[src/rtl/fetch_unit.sv]
// Instruction-fetch stage: owns the fetch PC, issues reads to instruction memory and
// buffers returned words in a small prefetch FIFO that feeds decode over valid/ready.
module fetch_unit #(
    parameter logic [31:0] RESET_PC = 32'h0000_0000,
    parameter int          DEPTH    = 2
) (
    input  logic        clk,
    input  logic        rst,
    output logic [31:0] imem_addr,
    output logic        imem_en,
    input  logic [31:0] imem_rdata,
    input  logic        redirect,
    input  logic [31:0] redirect_pc,
    output logic        instr_valid,
    input  logic        instr_ready,
    output logic [31:0] instruction,
    output logic [31:0] instr_pc,
    output logic        misalign_err
);

    localparam int PW = $clog2(DEPTH);
    localparam int CW = PW + 1;
    localparam int OW = CW + 1;

    typedef struct packed {
        logic [31:0] pc;
        logic [31:0] instr;
    } entry_t;

    entry_t          fifo_q [DEPTH];
    entry_t          head_q, head_d;
    entry_t          push_entry;
    logic [PW-1:0]   wr_ptr_q, wr_ptr_d;
    logic [PW-1:0]   rd_ptr_q, rd_ptr_d;
    logic [CW-1:0]   count_q, count_d;
    logic [31:0]     fetch_pc_q, fetch_pc_d;
    logic [31:0]     inflight_pc_q, inflight_pc_d;
    logic            inflight_valid_q, inflight_valid_d;
    logic            misalign_err_q, misalign_err_d;
    logic            push, pop, issue;
    logic [OW-1:0]   occupancy;

    always_comb begin
        // NOTE: every signal gets a default before any branch so no latch is inferred.
        fetch_pc_d       = fetch_pc_q;
        inflight_pc_d    = inflight_pc_q;
        inflight_valid_d = 1'b0;
        wr_ptr_d         = wr_ptr_q;
        rd_ptr_d         = rd_ptr_q;
        count_d          = count_q;
        head_d           = head_q;
        misalign_err_d   = misalign_err_q | (redirect && (redirect_pc[1:0] != 2'b00));

        pop        = (count_q != '0) && instr_ready;
        push       = inflight_valid_q && !redirect && !rst;
        push_entry = '{pc: inflight_pc_q, instr: imem_rdata};

        // Credit check counts the word already in flight so a push never meets a full FIFO.
        occupancy = {1'b0, count_q} + OW'(inflight_valid_q) - OW'(pop);
        issue     = !rst && !redirect && (occupancy < OW'(DEPTH));

        if (redirect) begin
            fetch_pc_d = {redirect_pc[31:2], 2'b00};
            wr_ptr_d   = '0;
            rd_ptr_d   = '0;
            count_d    = '0;
        end else begin
            if (push) begin
                wr_ptr_d = wr_ptr_q + PW'(1);
            end
            if (pop) begin
                rd_ptr_d = rd_ptr_q + PW'(1);
            end
            count_d = count_q + CW'(push) - CW'(pop);
            if (issue) begin
                inflight_valid_d = 1'b1;
                inflight_pc_d    = fetch_pc_q;
                fetch_pc_d       = fetch_pc_q + 32'd4;
            end
        end

        // Registered head keeps the last word visible while empty; the new head may be
        // the word written this cycle, which the storage array does not yet hold.
        if (count_d != '0) begin
            if (push && (rd_ptr_d == wr_ptr_q)) begin
                head_d = push_entry;
            end else begin
                head_d = fifo_q[rd_ptr_d];
            end
        end
    end

    always_ff @(posedge clk) begin
        // NOTE: sequential state uses non-blocking assignments so all flops see pre-edge values.
        if (rst) begin
            fetch_pc_q       <= RESET_PC;
            inflight_pc_q    <= '0;
            inflight_valid_q <= 1'b0;
            wr_ptr_q         <= '0;
            rd_ptr_q         <= '0;
            count_q          <= '0;
            head_q           <= '0;
            misalign_err_q   <= 1'b0;
        end else begin
            fetch_pc_q       <= fetch_pc_d;
            inflight_pc_q    <= inflight_pc_d;
            inflight_valid_q <= inflight_valid_d;
            wr_ptr_q         <= wr_ptr_d;
            rd_ptr_q         <= rd_ptr_d;
            count_q          <= count_d;
            head_q           <= head_d;
            misalign_err_q   <= misalign_err_d;
        end
    end

    // NOTE: storage is not reset; count gates every read, so stale contents are never seen.
    always_ff @(posedge clk) begin
        if (push) begin
            fifo_q[wr_ptr_q] <= push_entry;
        end
    end

    assign imem_addr    = fetch_pc_q;
    assign imem_en      = issue;
    assign instr_valid  = (count_q != '0);
    assign instruction  = head_q.instr;
    assign instr_pc     = head_q.pc;
    assign misalign_err = misalign_err_q;

endmodule

[config.mk]
export PLATFORM = sky130hd
export DESIGN_NAME = fetch_unit
export DESIGN_NICKNAME = d
export VERILOG_FILES = /design/src/rtl/fetch_unit.sv
export SDC_FILE = /design/constraint.sdc
export NUM_CORES = 1
export LEC_CHECK = 0
export ABC_AREA = 1
export BUFFER_PORTS_ARGS = -buffer_cell sky130_fd_sc_hd__buf_2
export CORE_UTILIZATION = 33
export CTS_CLUSTER_SIZE = 8
export DETAILED_ROUTE_END_ITERATION = 6
export PLACE_DENSITY = 0.6
export SYNTH_ARGS = -nofsm -noshare
export SYNTH_HDL_FRONTEND = slang
export SYNTH_SLANG_ARGS = --single-unit
[constraint.sdc]
create_clock -name clk -period 3.8 [get_ports clk]
set_input_delay 0.38 -clock clk [delete_from_list [all_inputs] [get_ports clk]]
set_output_delay 0.38 -clock clk [all_outputs]
set_load 0.01 [all_outputs]
==> Word-level counts from Yosys, hierarchy flattened <==
Memory sizes are Yosys's and may differ from the RTL's. A register that Yosys moved wholly into a read port is not among the register bits.
Index checks and enable logic that the tools add are counted.
{ "totals": {"reg_bits": 70, "latch_bits": 0, "mem_bits_rw": 128, "rom_bits": 0, "in_bits": 68, "out_inout_bits": 99, "wordCells": 41, "memories": 1} }
{ "op_classes": {"n_addsub": 7, "mul": 0, "div": 0, "n_lt_le_gt_ge": 1, "eq_ne": 0, "shifts": 0, "n_mux": 8, "bitwise_logic": 2, "n_reduce_logical": 14} }
{ "memory_table": {"columns": ["name", "depth", "width", "rd", "rd_ports_with_merged_regs", "wr", "line", "text"], "rows": [
  ["fifo_q", 2, 64, 1, 1, 1, "30", "entry_t fifo_q [DEPTH];"]
]} }
{ "op_table": {"columns": ["operator", "count"], "rows": [
  ["2-to-1 mux 32 bit", 2],
  ["adder 32 x 3 -> 32 bit (second input constant)", 1],
  ["nonzero test 2 bit", 4],
  ["logical AND 1 bit", 6],
  ["2-to-1 mux 1 bit", 5],
  ["adder 2 x 1 -> 3 bit", 1],
  ["< comparator 3 x 2 -> 1 bit (second input constant)", 1],
  ["subtractor 3 x 1 -> 3 bit", 1],
  ["adder 1 bit (second input constant)", 2],
  ["adder 2 x 1 -> 2 bit", 1],
  ["zero test 1 bit", 2],
  ["2-to-1 mux 2 bit", 1],
  ["AND reduction 2 bit", 1],
  ["OR reduction 2 bit", 1],
  ["subtractor 2 x 1 -> 2 bit", 1],
  ["NOT 1 bit", 1],
  ["OR 1 bit", 1]
]} }

==> Depth between registers and ports, before layout <==
Gate-level depths: netlist of run 1.
{ "depth": {"word_depth": 7, "mapped_depth": 18, "depth_no_buf": 18} }

==> Worst setup path after synthesis of run 1 <==
No wires, ideal clock.
{ "synth_path": {"path_kind": "input to register", "start": "input redirect", "end": "memory fifo_q[1][0] in the netlist's numbering (enable)", "setup_ns": 0.484, "arrival_time_ns": 3.697, "required_ns": 3.316, "setup_slack_ns": -0.381, "stages": 7, "n_path_buf": 2, "cell_sequence": "buf_4 > inv_4 > nand2_1 > nor2_1 > buf_2 > inv_1 > nor2_1"} }
{ "synth_via": {"elab_chain_len": 5} }
{ "synth_lines": {"columns": ["item", "line", "text"], "rows": [
  ["start: declaration", "12", "input logic redirect,"],
  ["zero test 1 bit", "55", "push = inflight_valid_q && !redirect && !rst;"],
  ["logical AND 1 bit (2 in series)", "55", null],
  ["2-to-1 mux 1 bit", "118", "if (push) begin"],
  ["2-to-1 mux 1 bit (implied by the code)", "119", "fifo_q[wr_ptr_q] <= push_entry;"],
  ["end: declaration", "30", null]
]} }
Every way passes these cells.

==> Worst setup path after layout of run 1 <==
{ "layout_path": {"start": "register count_q[1]", "end": "output imem_en"} }
{ "layout_via": {"elab_chain_len": 5, "elab_cells_between_ends": 6, "cone_classes": "add/sub (2); order compare (1); reduce/logical (3)"} }
{ "layout_lines": {"columns": ["item", "line", "text"], "rows": [
  ["start: declaration", "35", "logic [CW-1:0] count_q, count_d;"],
  ["start signal: assignment", "110", "count_q <= count_d;"],
  ["parallel branches: the longest is 2 deep, another holds adder 2 x 1 -> 3 bit", null, null],
  ["subtractor 3 x 1 -> 3 bit *", "59", "occupancy = {1'b0, count_q} + OW'(inflight_valid_q) - OW'(pop);"],
  ["< comparator 3 x 2 -> 1 bit *", "60", "issue = !rst && !redirect && (occupancy < OW'(DEPTH));"],
  ["logical AND 1 bit *", "60", null],
  ["end: declaration", "10", "output logic imem_en,"]
]} }
Every way passes the cells marked *.

==> results.txt, run 1 <==
final wirelength: 30.4 mm
global-route wire length before repair: 48.3 mm
number of buffers added on ports: 162
Total GRT Usage: 17.2%
Leakage: 6.21 nW
Detail Route Antenna Nets: 0
Longest Clk Path Bufs: 3
root buf cell: clkbuf_16
Pre-antenna DRT Iters: 5
hold depth: 1
required time of the critical path: 3420 ps
Crit path largest cell delay: 520 ps
Seq/Total Area, Yosys: 55.1%
Die Area: 35300 um^2
postcts setup bufs: 0
Vias per Instance: 4.79
vias in the first global route: 8723
worst path arrival time: 3090 ps
P per Cell Area: 483 nW/um^2
Crit-path slowest cell: fa_1
grt total ovfl: 0
Tightest Pin Transition: 955 ps
top post-synthesis cells by area: edfxtp_1, dfxtp_1, nand2_1
fmax: 0.288 GHz
final setup vio count: 0
Syn Area/Cell: 8.59 um^2
logic depth of the worst setup path including buffers: 11
Synth top area share: 32.6%
pin count of the biggest net entering global routing: 87
number of antenna violations at the first check in global routing: 0
max-slew violations: 0
layout cells sized above 1: 18.9%
R2R depth: 15
CTS tree: yes
final hold viol count: 0
DRC violations left: 0
Gate Count Post-Synth: 1328
Layout Nets: 1541
Die Y: 188 um
Die Wd: 188 um
status: completed
Final min period: 3470 ps
RD Place Congestion: 0.894
# rows: 67
Peak VDD IR: 0.211 mV
Placed Cells: 1878
clock slew at reported path FFs: 50 ps
Hold Path Class: input port to flop
Cell Chain, Critical Path: inv_2 -> nand2_4 -> nand2_2 -> nor2_1 -> o21ai_0 -> fa_1 -> inv_1 -> nor2_1 -> nand2_2 -> inv_2 -> buf_2
Iter 0 DRT Violations: 587
count of state elements after synthesis: 252
CP endpoint kind: primary output
Final HPWL DP: 19.2 mm
yosys warns: 0
MaxCap Viol Count: 0
CTS H-tree lvls: 2
Starting Density: 33.8%
CTS buffer count: 37
diodes inserted: 0
RSZ-0062 raised after global routing: no
DR WL/cell: 15.6 um
Netlist cell types: 46
post-CTS resize count: 0
# hold bufs at CTS: 0
via count: 9295
CP Buf/Inv Count: 4
fin crit share: 91.3%
setup_tns: 0 ps
CP top delay family: buffers and inverters
leading area contributor after synthesis: edfxtp_1
Post-Layout Cell Count: 1942
worst-path fanout max: 29
core footprint: 33800 um^2
clk_lat worst skew: 510 ps
I/O pins: 167
Worst setup SP type: flop
clock skew: 11.7 ps
synth-to-layout area growth: 19.7%
Rel. slew slack: 36.3%
Hold WS: 83.2 ps
crit path kind: flop to primary output
Post-Syn Area: 11400 um^2
clock sink count: 252
==> registers in the layout, indices dropped and copies added, names as in the netlist <==
signal	count
count_q	2
fifo_q	124
imem_addr	30
inflight_pc_q	30
inflight_valid_q	1
instr_pc	30
instruction	32
misalign_err	1
rd_ptr_q	1
wr_ptr_q	1
==> stage by stage <==
| step | utilization, % | setup WS (ps) | cell area (um^2) | total power, W |
|---|---|---|---|---|
| 3_3_place_gp | 37.2 | 789 | 12600 | 0.00359 |
| 4_1_cts | 40.4 | 302 | 13700 | 0.00668 |
| 2_1_floorplan | - | 665 | 11400 | 0.00338 |
| 5_1_grt | 40.4 | 123 | 13700 | 0.00687 |
| 3_5_place_dp | 37.2 | 781 | 12600 | 0.00360 |
| 6_report | 40.4 | 330 | 13700 | 0.00660 |
==> cell type report <==
type,instances,area [um^2]
multi-input combinational,813,4010
inverter,186,701
tap,448,561
fill,3415,20100
clock buffer,63,1080
clock inverter,1,8.76
timing repair buffer,179,1010
sequential,252,6290
==> logic make-up (layout without fill, tap and decap cells) <==
logic type | Yosys count | count (layout) | synth area share [%]
AO/OA/AOI/OAI | 162 | 162 | 7.85
XOR/XNOR | 12 | 12 | 0.921
adder cells (fa/ha/maj) | 4 | 4 | 0.504
buffers and inverters | 266 | 429 | 10.1
flip-flops | 252 | 252 | 55.1
other | 1 | 4 | 0.0329
AND/OR/NAND/NOR | 631 | 631 | 25.5
==> worst reg2reg max path, stage by stage (launching register included) <==
cell	delay, ps
dfxtp_1	450
inv_2	80
nand2_4	90
nand2_2	80
nor2_1	190
o21ai_0	160
fa_1	520
inv_1	40
nor2_1	120
nand2_2	210
inv_2	410
buf_4	330
nand3_1	110
nand3b_1	90
nand2_1	50
inv_1	70
==> cell usage in the layout, fill, tap and decap left out, drive strengths merged <==
master / count
a211oi: 9
a21oi: 50
a221oi: 1
a22o: 1
a31oi: 6
and3: 1
buf: 179
clkbuf: 63
conb: 4
dfxtp: 128
edfxtp: 124
fa: 1
ha: 3
inv: 187
nand2: 278
nand3: 203
nand3b: 1
nand4: 19
nor2: 64
nor3: 15
o211ai: 1
o21ai: 90
o221ai: 1
o22ai: 1
o311ai: 1
o31ai: 1
or2: 50
xnor2: 2
xor2: 10
==> Yosys cell counts (all sizes together) <==
cell	n
o21ai	90
clkbuf	23
dfxtp	128
a211oi	9
a221oi	1
xor2	10
or2	50
nor3	15
inv	186
buf	57
conb	1
a21oi	50
nand2	278
o211ai	1
nand4	19
and3	1
o311ai	1
ha	3
edfxtp	124
o22ai	1
xnor2	2
fa	1
o31ai	1
nand3	203
nand3b	1
a22o	1
o221ai	1
a31oi	6
nor2	64
==> routing by layer <==
metal  wire length (um)  vias to the layer above  GRT usage [%]  part of all wire, %
met5                  0                        -              0                    0
met4                503                        0           4.57                  1.7
met3               1900                       44           3.37                  6.2
met2              13600                      288           26.6                   45
met1              14300                     4333           24.4                   47
li1                   -                     4630              -                    -
==> worst paths after layout <==
check / startpoint / endpoint / slack (ps)
min reg2reg: inflight_pc_q[18] / fifo_q[0][50] / 440
max: count_q[1] / imem_en / 330
min: imem_rdata[10] / fifo_q[1][10] / 80
max reg2reg: count_q[1] / imem_addr[31] / 750
==> report_power, final <==
part	leakage (nW)	switching [W]	internal, W	total (W)
Combinational	3.50	0.000318	0.000192	0.000510
Clock	0.519	0.00115	0.00191	0.00306
Sequential	2.18	0.0000784	0.00295	0.00303
Total	6.21	0.00155	0.00505	0.00660
Power figures use the tool's default switching activity.
==> inputs of run 2 (changes only) <==
--- a/config.mk
+++ b/config.mk
@@ -9,6 +9,6 @@
 export BUFFER_PORTS_ARGS = -buffer_cell sky130_fd_sc_hd__buf_2
-export CORE_UTILIZATION = 33
+export CORE_UTILIZATION = 52
 export CTS_CLUSTER_SIZE = 8
 export DETAILED_ROUTE_END_ITERATION = 6
-export PLACE_DENSITY = 0.6
+export PLACE_DENSITY = 0.84
 export SYNTH_ARGS = -nofsm -noshare
==> constraint.sdc (replaced) <==
create_clock -name clk -period 3.8 [get_ports clk]
set_input_delay 0.57 -clock clk [delete_from_list [all_inputs] [get_ports clk]]
set_output_delay 0.57 -clock clk [all_outputs]
set_load 0.01 [all_outputs]
==> results.txt, run 2 (synthesis results as in run 1) <==
status: completed
# rows: 53
Final HPWL DP: 17.9 mm
crit path kind: flop to primary output
CTS tree: yes
clock skew: 14.6 ps
I/O pins: 167
setup_tns: 0 ps
post-CTS resize count: 0
CTS buffer count: 37
Longest Clk Path Bufs: 3
root buf cell: clkbuf_16
Tightest Pin Transition: 786 ps
clock sink count: 252
clock slew at reported path FFs: 50 ps
CTS H-tree lvls: 2
worst-path fanout max: 19
Die Y: 150 um
Final min period: 3440 ps
number of antenna violations at the first check in global routing: 0
Die Wd: 150 um
CP endpoint kind: primary output
Total GRT Usage: 25.5%
Core Util, Final: 63.1%
Vias per Instance: 5.38
P per Cell Area: 489 nW/um^2
via count: 9530
Leakage: 6.20 nW
DR WL/cell: 15.9 um
Peak VDD IR: 0.264 mV
fmax: 0.291 GHz
pin count of the biggest net entering global routing: 81
GR Layer Usage met1: 34.1%
PnR Total Power: 0.00657 W
MaxCap Viol Count: 0
most common cell after layout, fill and taps aside: nand2_1
clk_lat worst skew: 510 ps
diodes inserted: 0
postcts setup bufs: 0
Worst setup SP type: flop
final instance area: 13400 um^2
RSZ-0062 raised after global routing: no
DRC violations left: 0
RD Place Congestion: 0.936
Sequential Area: 6290 um^2
Hold WS: 266 ps
Largest Register: fifo_q
# hold bufs at CTS: 0
Starting Density: 53.6%
grt total ovfl: 0
number of buffers added on ports: 162
Rel. slew slack: 47.6%
required time of the critical path: 3230 ps
area occupied by multi-input gates: 4010 um^2
vias in the first global route: 8948
most frequent cells in the layout: nand2_1, nand3_1, inv_1
final setup vio count: 0
Iter 0 DRT Violations: 711
global-route wire length before repair: 45.1 mm
synth-to-layout area growth: 17.7%
Layout Nets: 1541
core footprint: 21300 um^2
placed cell areas: 12300 um^2
max reg flops: 124
Hold Path Class: input port to flop
Pre-antenna DRT Iters: 6
final hold viol count: 0
fin crit share: 90.5%
layout cells sized above 1: 18.9%
Detail Route Antenna Nets: 0
final wirelength: 28.1 mm
max-slew violations: 0
Die Area: 22500 um^2
met3 Use GR: 4.76%
most used routing layer: met2
# fillers: 1734
met2 track demand over resource: 41.2%
worst path arrival time: 2870 ps
==> run 2: cell count changes in the layout (fill, tap and decap cells not counted), sizes merged <==
cell	before	now
clkbuf	63	64
clkinv	0	1
==> run 2: path summary, 6_finish.rpt <==
path,cells after the start,startpoint,slack (ps),end
hold reg to reg,2,misalign_err,450,misalign_err
hold / removal,1,imem_rdata[20],270,fifo_q[0][20]
setup / recovery,11,count_q[1],360,imem_en
setup reg to reg,13,count_q[1],850,inflight_pc_q[13]
==> run 2: through the flow <==
| step | instances | setup WS [ps] |
|---|---|---|
| after floorplan | 1331 | 475 |
| after global placement | 1705 | 626 |
| after detailed placement | 1705 | 500 |
| after CTS | 1771 | 331 |
| after global routing | 1771 | 156 |
| final | 1771 | 360 |
==> run 2: layout make-up <==
type	count	area share (%)
inverters	186	5.22
well taps	275	2.56
clock inverters	2	0.102
flip-flops and latches	252	46.8
clock buffers	64	7.97
repair buffers	179	7.45
multi-input cells	813	29.9
==> run 2: layer usage <==
metal	vias to the layer above	routed length [um]
met3	51	2510
li1	4628	-
met5	-	0
met4	0	607
met2	449	13100
met1	4402	11900
==> run 2: critical path, stage by stage (launching register included) <==
cell,delay (ps)
dfxtp_1,470
inv_2,70
nand2_4,90
nand2_2,90
nor2_1,170
o21ai_0,140
fa_1,490
inv_1,40
nor2_1,120
nand2_2,190
inv_2,280
buf_2,190
==> run 2: power by group <==
group          total [W]  switching (W)  internal, W
Sequential       0.00303      0.0000814      0.00295
Clock            0.00303        0.00113      0.00189
Combinational   0.000503       0.000312     0.000190
Total            0.00657        0.00153      0.00504
